### src/rtl/flow_seq_ctrl.sv
// Sequencer for the microfluidic flow-control processor: fetches instructions,
// drives the PC control lines, issues valve writes and times WAIT intervals.
module flow_seq_ctrl #(
  parameter int MEM_LAT  = 1,
  parameter int TICK_DIV = 100000
) (
  input  logic        clk,
  input  logic        rst,
  input  logic        start,
  input  logic        abort,
  input  logic [15:0] instr,
  output logic        pc_clr,
  output logic        pchalt,
  output logic        delay,
  output logic        count_done,
  output logic        valve_we,
  output logic [3:0]  valve_addr,
  output logic [7:0]  valve_data,
  output logic        busy,
  output logic        done,
  output logic        err
);

  localparam int FW = (MEM_LAT  > 1) ? $clog2(MEM_LAT)  : 1;
  localparam int PW = (TICK_DIV > 1) ? $clog2(TICK_DIV) : 1;
  localparam logic [FW-1:0] FETCH_LAST = FW'(MEM_LAT - 1);
  localparam logic [PW-1:0] PRESC_LAST = PW'(TICK_DIV - 1);

  localparam logic [3:0] OP_NOP  = 4'h0;
  localparam logic [3:0] OP_SETV = 4'h1;
  localparam logic [3:0] OP_WAIT = 4'h2;
  localparam logic [3:0] OP_HALT = 4'hF;

  typedef enum logic [2:0] {
    S_IDLE,
    S_CLR,
    S_FETCH,
    S_EXEC,
    S_WAIT,
    S_HALTED
  } state_t;

  state_t          state;
  state_t          state_nxt;
  logic [15:0]     ir;
  logic [FW-1:0]   fetch_cnt;
  logic [PW-1:0]   presc;
  logic [11:0]     ticks;
  logic            halt_seen;
  logic            err_seen;
  logic [3:0]      opcode;
  logic            fetch_end;
  logic            wait_end;
  logic            legal_op;

  assign opcode    = ir[15:12];
  assign fetch_end = (fetch_cnt == FETCH_LAST);
  assign wait_end  = (ticks == ir[11:0]);
  assign legal_op  = (opcode == OP_NOP) || (opcode == OP_SETV) ||
                     (opcode == OP_WAIT) || (opcode == OP_HALT);

  assign done = (state == S_HALTED) && halt_seen;
  assign err  = err_seen;

  always_ff @(posedge clk or posedge rst) begin
    if (rst) begin
      state <= S_IDLE;
    end else begin
      state <= state_nxt;
    end
  end

  // Moore decode: every output depends only on registered state, IR and counters.
  always_comb begin
    state_nxt  = state;
    pc_clr     = 1'b0;
    pchalt     = 1'b1;
    delay      = 1'b0;
    count_done = 1'b0;
    valve_we   = 1'b0;
    valve_addr = 4'd0;
    valve_data = 8'd0;
    busy       = 1'b0;
    case (state)
      S_IDLE: begin
        if (start && !abort) state_nxt = S_CLR;
      end
      S_CLR: begin
        pc_clr    = 1'b1;
        busy      = 1'b1;
        state_nxt = S_FETCH;
      end
      S_FETCH: begin
        busy = 1'b1;
        if (fetch_end) state_nxt = S_EXEC;
      end
      S_EXEC: begin
        busy = 1'b1;
        case (opcode)
          OP_NOP: begin
            pchalt    = 1'b0;
            state_nxt = S_FETCH;
          end
          OP_SETV: begin
            pchalt     = 1'b0;
            valve_we   = 1'b1;
            valve_addr = ir[11:8];
            valve_data = ir[7:0];
            state_nxt  = S_FETCH;
          end
          OP_WAIT: state_nxt = S_WAIT;
          default: state_nxt = S_HALTED;
        endcase
      end
      S_WAIT: begin
        busy       = 1'b1;
        pchalt     = 1'b0;
        delay      = 1'b1;
        count_done = wait_end;
        if (wait_end) state_nxt = S_FETCH;
      end
      S_HALTED: begin
      end
      default: state_nxt = S_IDLE;
    endcase
    if (abort && (state != S_IDLE)) state_nxt = S_HALTED;
  end

  // Counters only run while their state persists, so any exit (abort included) clears them.
  always_ff @(posedge clk or posedge rst) begin
    if (rst) begin
      ir        <= 16'd0;
      fetch_cnt <= '0;
      presc     <= '0;
      ticks     <= 12'd0;
      halt_seen <= 1'b0;
      err_seen  <= 1'b0;
    end else begin
      if ((state == S_FETCH) && (state_nxt == S_FETCH)) begin
        fetch_cnt <= fetch_cnt + 1'b1;
      end else begin
        fetch_cnt <= '0;
      end

      if ((state == S_FETCH) && (state_nxt == S_EXEC)) begin
        ir <= instr;
      end

      if ((state == S_WAIT) && (state_nxt == S_WAIT)) begin
        if (presc == PRESC_LAST) begin
          presc <= '0;
          ticks <= ticks + 12'd1;
        end else begin
          presc <= presc + 1'b1;
        end
      end else begin
        presc <= '0;
        ticks <= 12'd0;
      end

      if ((state == S_EXEC) && !abort) begin
        if (opcode == OP_HALT) halt_seen <= 1'b1;
        else if (!legal_op)    err_seen  <= 1'b1;
      end
    end
  end

endmodule

### config.mk
export PLATFORM = sky130hd
export DESIGN_NAME = flow_seq_ctrl
export DESIGN_NICKNAME = d
export VERILOG_FILES = /design/src/rtl/flow_seq_ctrl.sv
export SDC_FILE = /design/constraint.sdc
export NUM_CORES = 1
export LEC_CHECK = 0
export CAP_MARGIN = 25
export CELL_PAD_IN_SITES_DETAIL_PLACEMENT = 1
export CELL_PAD_IN_SITES_GLOBAL_PLACEMENT = 1
export CORE_MARGIN = 5
export CORE_UTILIZATION = 47
export CTS_BUF_LIST = sky130_fd_sc_hd__clkbuf_2
export CTS_CLUSTER_SIZE = 10
export DETAILED_ROUTE_END_ITERATION = 6
export PLACE_DENSITY = 0.9
export REMOVE_ABC_BUFFERS = 1
export SYNTH_ARGS = -nofsm -noshare
export SYNTH_HDL_FRONTEND = slang
export SYNTH_SLANG_ARGS = --single-unit
export TNS_END_PERCENT = 20
### constraint.sdc
create_clock -name clk -period 6.7 [get_ports clk]
set_input_delay 0.67 -clock clk [delete_from_list [all_inputs] [get_ports clk]]
set_output_delay 0.67 -clock clk [all_outputs]
set_load 0.01 [all_outputs]
==> results.json, run 1 <==
{
  "cts_num_sinks": 51,
  "cts_buffers": 5,
  "synth_cells": 266,
  "ys_top_cells_by_area": "dfrtp_1, mux2_2, xnor2_1",
  "switchingPower_w": 0.000101,
  "synth-seq-area-share_pct": 47.2,
  "pwr-share-clk_pct": 26.2,
  "async_reset_ff_share_pct": 100,
  "setup.worst_path.class": "register to primary output",
  "p_int_w": 0.000345,
  "grt_start_max_net_pins": 40,
  "grt-ovfl-total": 0,
  "max_cap_violations": 0,
  "critical_path_required_ps": 6030,
  "cp_max_fo": 8,
  "htreeDepth": 2,
  "finalCritPeriodShare_pct": 52.1,
  "root_buffer": "clkbuf_2",
  "cts_tree": "built",
  "worst_pin_slew_ps": 768,
  "fmax_ghz": 0.287,
  "cts.path.max_buffers": 2,
  "status": "finished, final reports clean",
  "design_area_um2": 3200,
  "stdcell_count": 375,
  "clock_latency_ps": 430,
  "ys_types": 42,
  "place_area_um2": 3170,
  "num_vias": 2189,
  "drv_slew": 0,
  "switching_share_pct": 22.7,
  "rsz0062_at_grt": "false",
  "setup_violations": 0,
  "synthFlopType": "dfrtp_1",
  "synth_top_area_share_pct": 47.2,
  "initial_utilization_pct": 48.8,
  "num_rows": 27,
  "whs_ps": 462,
  "holdCritPathClass": "primary input to asynchronous set/reset pin",
  "fin_util_pct": 57.8,
  "antenna_cells": 0,
  "synth-seq-cells": 51,
  "drt-initial-drc-count": 85,
  "seqPwrFrac_pct": 69.2,
  "grt_pass1_vias": 2261,
  "via_per_inst": 5.84,
  "yosys_warnings": 0,
  "cp-start-kind": "register",
  "core-area_um2": 5540,
  "grt_pass1_wl_um": 11600,
  "drive_gt1_share_pct": 11.6,
  "skew_ps": 19.8,
  "min_period_ps": 3490,
  "cts_hold_buffers": 0,
  "comb_power_share_pct": 4.6,
  "syn_avg_cell_area_um2": 10.2,
  "synth_most_common_cell": "dfrtp_1",
  "nets": 324,
  "floorplan.io_pins": 40,
  "gp_congestion": 0.889,
  "crit_arrival_ps": 2820,
  "vdd_drop_max_mv": 0.101,
  "drc": 0,
  "dp_cells": 367,
  "synth_area_leader_cell": "dfrtp_1",
  "port_buffers": 39,
  "post_drt_wl_per_cell_um": 18.3,
  "tns_ps": 0,
  "nFillCells": 631,
  "postCtsSetupRepairBufs": 0,
  "synth_common_cells": "dfrtp_1, xnor2_1, nor3_1",
  "synth_edf_count": 0,
  "power_density_nw_per_um2": 139,
  "path_clk_slew_ps": 240,
  "firstDrtPassIters": 4,
  "slew_headroom_pct": 48.7,
  "syn_area_um2": 2710,
  "end_kind": "primary output",
  "grt_usage_pct": 20.0,
  "place_hpwl_um": 5200,
  "dieWidth_um": 85.9,
  "cts_resized": 0,
  "die-area_um2": 7380,
  "antenna_found_initial": 0,
  "syn_to_final_growth_pct": 18.4,
  "drt-total-wl_um": 6870,
  "finalHoldViolations": 0,
  "power_leakage_nw": 1.30,
  "ant_nets": 0,
  "fp.dieH_um": 85.9
}
-- worst max-delay path: stages, from the launching register on --
cell and delay [ps]:
dfrtp_1 520, inv_1 160, nor3_1 560, nor4b_1 520
clkdlybuf4s50_1 640
-- metrics by stage --
stage                     worst slack (ps)  power [W]
after floorplan                       2940   0.000319
after global placement                3850   0.000333
after detailed placement              3760   0.000335
after CTS                             3230   0.000451
after global routing                  3000   0.000471
final                                 3210   0.000446
-- path summary, 6_finish.rpt --
check	from	end	slack [ps]	cells past startpoint
worst min-delay path	rst	presc[13]$_DFF_PP0_	460	2
max in group asynchronous	rst	ticks[10]$_DFFE_PP0P_	5730	3
worst max register to register	presc[5]$_DFF_PP0_	ticks[9]$_DFFE_PP0P_	4290	4
worst min register to register	halt_seen$_DFFE_PP0P_	halt_seen$_DFFE_PP0P_	510	2
min in group clk	halt_seen$_DFFE_PP0P_	halt_seen$_DFFE_PP0P_	510	2
worst max-delay path	state[2]$_DFF_PP0_	count_done	3210	4
-- area by class of cell --
class                   instances  area, um^2  share of cell area [%]
clock inverters                 2        7.51                   0.234
multi-input cells             194        1340                    41.7
inverters                       7        26.3                   0.820
well taps                      72        90.1                    2.81
flip-flops and latches         51        1280                    39.8
clock buffers                   6        30.0                   0.938
repair buffers                 43         437                    13.6
-- flip-flops by register name, summed over array words and instances (netlist names) --
| signal | flops |
|---|---|
| ticks | 12 |
| halt_seen | 1 |
| presc | 17 |
| state | 3 |
| ir | 16 |
| err | 1 |
| fetch_cnt | 1 |
-- power groups by stage --
stage	Sequential (W)	Clock (W)	Combinational, W
after global placement	0.000314	0	0.0000192
after floorplan	0.000314	0	0.00000526
after global routing	0.000309	0.000139	0.0000225
final	0.000309	0.000117	0.0000204
after CTS	0.000309	0.000121	0.0000209
after detailed placement	0.000314	0	0.0000209
-- cell families after synthesis --
logic type,share of synthesized area [%]
buffers and inverters,3.93
muxes,7.44
other,0.139
AOI/OAI and AO/OA,7.91
adders and majority gates,0.924
DFF,47.2
and+or+nand+nor,23.8
xor gates and xnor gates,8.74
-- placed cells by master (no fill, tap or decap), drive strengths merged, types with 2 or more instances in the layout --
master,instances
a21oi,10
nand4,13
and4,5
clkdlybuf4s50,39
a211oi,2
nor2,14
nor4,2
ha,2
inv,7
clkinv,2
mux2,17
and3,13
clkbuf,6
buf,4
nand3,11
o311ai,2
nor3,18
xor2,8
nand2,10
o21ai,13
and2,2
or3,11
dfrtp,51
nand4bb,2
or4,3
xnor2,19
o31ai,2
nor4b,3
a31o,2
-- metal layers --
| layer | up-vias | GRT usage [%] | share of wire, % |
|---|---|---|---|
| li1 | 1041 | - | - |
| met1 | 1091 | 25.1 | 43 |
| met2 | 47 | 34.6 | 51 |
| met3 | 10 | 3.94 | 3.7 |
| met4 | 0 | 5.90 | 1.5 |
| met5 | - | 0 | 0 |
(Power assumes the default switching activity.)
==> run 2, diff against run 1 <==
--- a/config.mk
+++ b/config.mk
@@ -9,11 +9,11 @@
 export CELL_PAD_IN_SITES_DETAIL_PLACEMENT = 1
 export CELL_PAD_IN_SITES_GLOBAL_PLACEMENT = 1
 export CORE_MARGIN = 5
-export CORE_UTILIZATION = 47
+export CORE_UTILIZATION = 44
 export CTS_BUF_LIST = sky130_fd_sc_hd__clkbuf_2
 export CTS_CLUSTER_SIZE = 10
 export DETAILED_ROUTE_END_ITERATION = 6
-export PLACE_DENSITY = 0.9
+export PLACE_DENSITY = 0.86
 export REMOVE_ABC_BUFFERS = 1
 export SYNTH_ARGS = -nofsm -noshare
 export SYNTH_HDL_FRONTEND = slang
==> constraint.sdc (replaced) <==
create_clock -name clk -period 3.46 [get_ports clk]
set_input_delay 0.346 -clock clk [delete_from_list [all_inputs] [get_ports clk]]
set_output_delay 0.346 -clock clk [all_outputs]
set_load 0.01 [all_outputs]
==> run 2 against run 1 <==
- setup slack got worse by 2900 ps
- sequential power increased by 94%
- register-to-register slack got worse by 3200 ps
- worst hold slack got worse by 370 ps
- via count increased by 0.73%
- total power increased by 98%
- non-clock buffer count increased by 1
- critical path type unchanged
- largest power group unchanged
- count of clock-buffer cells in the layout unchanged
- final cell count increased by 1.1%
- final area increased by 0.39%
==> results.json, run 2 (synthesis results as in run 1) <==
{
  "status": "finished, final reports clean",
  "power.total_w": 0.000883,
  "multi_input_area_um2": 1340,
  "nFillCells": 671,
  "root_buffer": "clkbuf_2",
  "setup_violations": 0,
  "power_density_nw_per_um2": 275,
  "via_per_inst": 5.82,
  "final_common_cell": "dfrtp_1",
  "vdd_drop_max_mv": 0.155,
  "htreeDepth": 2,
  "finalHoldViolations": 0,
  "comb_power_share_pct": 4.4,
  "final_cell_mix": "dfrtp_1, clkdlybuf4s50_1, xnor2_1",
  "dieWidth_um": 88.4,
  "drv_slew": 0,
  "fmax_ghz": 0.319,
  "grt_pass1_vias": 2356,
  "cp_max_fo": 14,
  "grt_start_max_net_pins": 43,
  "crit-reg2reg-launch": "presc[5]$_DFF_PP0_",
  "path_delay_family": "simple AND/OR/NAND/NOR gates",
  "ant_nets": 0,
  "syn_to_final_growth_pct": 18.8,
  "worst-path-buf-inv": 2,
  "port_buffers": 39,
  "slew_headroom_pct": 45.3,
  "die-area_um2": 7820,
  "crit_arrival_ps": 2790,
  "drc": 0,
  "cts_tree": "built",
  "fp.dieH_um": 88.4,
  "drt-total-wl_um": 6780,
  "fin_ws_ps": 324,
  "drive_gt1_share_pct": 12.5,
  "pwr-share-clk_pct": 27.8,
  "critPathSlowestCell": "nor2b_1",
  "crit_start": "state[2]$_DFF_PP0_",
  "place_hpwl_um": 5080,
  "crit_chain": "inv_1, nand3_1, nor2b_1, and3_1, clkdlybuf4s50_1",
  "end_kind": "primary output",
  "path_clk_slew_ps": 250,
  "initial_utilization_pct": 45.4,
  "num_vias": 2205,
  "top_regs": "presc x17, ir x16, ticks x12",
  "seqPwrFrac_pct": 67.8,
  "setup.worst_path.class": "register to primary output",
  "drt-initial-drc-count": 106,
  "clock_latency_ps": 460,
  "skew_ps": 27.8,
  "cts_num_sinks": 51,
  "num_rows": 28,
  "grt_usage_pct": 18.9,
  "power_leakage_nw": 1.30,
  "cts_buffers": 5,
  "largest_reg_flops": 17,
  "grt_pass1_wl_um": 11600,
  "worst_pin_slew_ps": 819,
  "max_cap_violations": 0,
  "fin_util_pct": 54.0,
  "pre_cts_ws_ps": 863,
  "critical_path_required_ps": 3110,
  "regMostFlops": "presc",
  "postCtsSetupRepairBufs": 0,
  "min_period_ps": 3140,
  "register_area_um2": 1280,
  "p_int_w": 0.000671,
  "holdCritPathClass": "primary input to asynchronous set/reset pin",
  "cpPeakStageDelay_ps": 680,
  "cts.path.max_buffers": 2,
  "antenna_cells": 0,
  "finalCritPeriodShare_pct": 90.6,
  "grt-ovfl-total": 0,
  "gp_congestion": 0.807,
  "cts_hold_buffers": 0,
  "floorplan.io_pins": 40,
  "cts_resized": 0,
  "antenna_found_initial": 0,
  "switchingPower_w": 0.000212,
  "post_drt_wl_per_cell_um": 17.9,
  "cp-start-kind": "register",
  "core-area_um2": 5960,
  "firstDrtPassIters": 4,
  "rsz0062_at_grt": "false",
  "nets": 325,
  "switching_share_pct": 24.0
}
[run 2: changes by cell type in the layout (fill, tap and decap cells not counted), sizes merged]
cell      previous run  this run
clkinvlp             0         1
clkinv               2         1
buf                  4         5
[run 2: worst register-to-register path, cell delays in order, from the launching register on]
cell	delay [ps]
dfrtp_1	530
or4b_1	520
or4_4	630
or4_1	540
a21oi_1	150
[run 2: worst paths after layout]
path | to | slack [ps] | depth (start not counted)
worst max register to register | ticks[9]$_DFFE_PP0P_ | 1050 | 4
worst min register to register | err$_DFFE_PP0P_ | 500 | 1
max in group asynchronous | ticks[2]$_DFFE_PP0P_ | 2870 | 3
min in group clk | ir[4]$_DFFE_PP0P_ | 480 | 2
worst max-delay path | valve_data[0] | 320 | 5
worst min-delay path | presc[4]$_DFF_PP0_ | 90 | 2
[run 2: final cells by class]
type | instances | share of cell area, %
Multi-Input combinational cell | 194 | 41.6
Sequential cell | 51 | 39.7
Timing Repair Buffer | 44 | 13.7
Tap cell | 75 | 2.92
Clock buffer | 6 | 0.934
Inverter | 7 | 0.817
Clock inverter | 2 | 0.389
[run 2: per-stage QoR]
step	hold slack [ps]	instance area (um^2)	setup TNS [ps]	cells
2_1_floorplan	424	2630	-6450	252
3_3_place_gp	448	3150	0	370
3_5_place_dp	453	3170	0	371
4_1_cts	64.4	3220	0	379
5_1_grt	26.6	3220	0	379
6_report	91.1	3220	0	379
[run 2: power groups by stage]
stage	registers, W	logic, W	clock network, W
detailed placement	0.000608	0.0000397	0
finish	0.000598	0.0000393	0.000245
floorplan	0.000608	0.0000102	0
global placement	0.000608	0.0000368	0
CTS	0.000599	0.0000401	0.000255
global route	0.000599	0.0000432	0.000278
[run 2: layer usage]
layer / GRT usage [%] / share of wire (%)
met1: 24.7 / 45
met5: 0 / 0
met2: 32.2 / 49
met3: 3.26 / 4.2
met4: 5.77 / 1.8
==> run 3, diff against run 2 <==
--- a/config.mk
+++ b/config.mk
@@ -13,6 +13,7 @@
 export CTS_BUF_LIST = sky130_fd_sc_hd__clkbuf_2
 export CTS_CLUSTER_SIZE = 10
 export DETAILED_ROUTE_END_ITERATION = 6
+export MAX_ROUTING_LAYER = met4
 export PLACE_DENSITY = 0.86
 export REMOVE_ABC_BUFFERS = 1
 export SYNTH_ARGS = -nofsm -noshare
==> run 3 against run 2 <==
- global-route usage grew 0.55 points
- die area unchanged
- register-to-register slack barely moved
- largest cell class unchanged
- largest power group unchanged
- critical endpoint unchanged
==> results.json, run 3 (synthesis results as in run 1) <==
{
  "max_cap_violations": 0,
  "cts_resized": 0,
  "wl_met3_um": 280,
  "cts_hold_buffers": 0,
  "fin_ws_ps": 337,
  "antenna_cells": 0,
  "setup.worst_path.class": "register to primary output",
  "gp_congestion": 0.819,
  "crit_arrival_ps": 2780,
  "syn_to_final_growth_pct": 18.8,
  "drt-total-wl_um": 6770,
  "grt_pass1_vias": 2353,
  "place_hpwl_um": 5080,
  "num_rows": 28,
  "pre_cts_ws_ps": 863,
  "die-area_um2": 7820,
  "status": "finished, final reports clean",
  "floorplan.io_pins": 40,
  "root_buffer": "clkbuf_2",
  "drv_slew": 0,
  "path_clk_slew_ps": 250,
  "grt-ovfl-total": 0,
  "critPathSlowestCell": "nor2b_1",
  "firstDrtPassIters": 4,
  "grt_usage_pct": 19.5,
  "antenna_found_initial": 0,
  "via_per_inst": 5.80,
  "drc": 0,
  "grt_start_max_net_pins": 43,
  "finalCritPeriodShare_pct": 90.3,
  "largest_reg_flops": 17,
  "fmax_ghz": 0.320,
  "fp.dieH_um": 88.4,
  "min_period_ps": 3120,
  "skew_ps": 30.5,
  "top_regs": "presc x17, ir x16, ticks x12",
  "post_drt_wl_per_cell_um": 17.9,
  "power_density_nw_per_um2": 274,
  "wl_met1_um": 3040,
  "core-area_um2": 5960,
  "dieWidth_um": 88.4,
  "final_common_cell": "dfrtp_1",
  "cts.path.max_buffers": 2,
  "clock_latency_ps": 460,
  "cp-start-kind": "register",
  "power.total_w": 0.000882,
  "vdd_drop_max_mv": 0.155,
  "crit_chain": "inv_1, nand3_1, nor2b_1, and3_1, clkdlybuf4s50_1",
  "grt_pass1_wl_um": 11600,
  "wl_met2_um": 3330,
  "num_vias": 2200,
  "highest_layer": "met4",
  "cts_num_sinks": 51,
  "port_buffers": 39,
  "cts_tree": "built",
  "htreeDepth": 2,
  "end_kind": "primary output",
  "holdCritPathClass": "primary input to asynchronous set/reset pin",
  "ant_nets": 0,
  "tns_ps": 0,
  "postCtsSetupRepairBufs": 0,
  "setup_violations": 0,
  "cts_buffers": 5,
  "cpPeakStageDelay_ps": 680,
  "nets": 325,
  "whs_ps": 93.7,
  "critical_path_required_ps": 3110,
  "drt-initial-drc-count": 103,
  "worst_pin_slew_ps": 817,
  "rsz0062_at_grt": "false",
  "slew_headroom_pct": 45.4,
  "cp_max_fo": 14,
  "regMostFlops": "presc",
  "final_cell_mix": "dfrtp_1, clkdlybuf4s50_1, xnor2_1",
  "initial_utilization_pct": 45.4,
  "power_leakage_nw": 1.30,
  "drive_gt1_share_pct": 12.5,
  "finalHoldViolations": 0
}
-- run 3: cell counts in the layout (fill, tap and decap cells not counted) --
No cell type changed its count.
-- run 3: path summary, 6_finish.rpt --
| kind | from | to | slack [ps] | cells past startpoint |
|---|---|---|---|---|
| max | state[2]$_DFF_PP0_ | valve_data[0] | 340 | 5 |
| min | rst | presc[4]$_DFF_PP0_ | 90 | 2 |
| max reg2reg | presc[5]$_DFF_PP0_ | ticks[9]$_DFFE_PP0P_ | 1050 | 4 |
| min reg2reg | halt_seen$_DFFE_PP0P_ | halt_seen$_DFFE_PP0P_ | 500 | 2 |
| max in group asynchronous | rst | ticks[2]$_DFFE_PP0P_ | 2870 | 3 |
| min in group clk | instr[4] | ir[4]$_DFFE_PP0P_ | 480 | 2 |
-- run 3: worst max-delay path: cells and delay by family (launching register included) --
family	cells	cell delay, ps
buffers and inverters	2	720
AND/OR/NAND/NOR	3	1100
flip-flops	1	520
-- run 3: report_power, final --
| group | internal, W | switching (W) | leakage, nW |
|---|---|---|---|
| sequential | 0.000598 | 0.000000318 | 0.695 |
| clock | 0.0000513 | 0.000193 | 0.0290 |
| combinational | 0.0000215 | 0.0000176 | 0.580 |
| total | 0.000671 | 0.000211 | 1.30 |
-- run 3: layout make-up --
cell class                 count  area, um^2
fill                         671        2740
timing repair buffer          44         440
clock inverter                 2        12.5
sequential                    51        1280
clock buffer                   6        30.0
inverter                       7        26.3
multi-input combinational    194        1340
tap                           75        93.8
-- run 3: metal layers --
metal	track usage, %	vias to the layer above
li1	-	1043
met1	24.6	1108
met2	32.2	39
met3	3.26	10
met4	5.77	0
met5	-	-
-- run 3: metrics by stage --
step | instance area, um^2 | utilization, % | instances
after floorplan | 2630 | - | 252
after global placement | 3150 | 52.9 | 370
after detailed placement | 3170 | 53.3 | 371
after CTS | 3220 | 54.0 | 379
after global routing | 3220 | 54.0 | 379
final | 3220 | 54.0 | 379
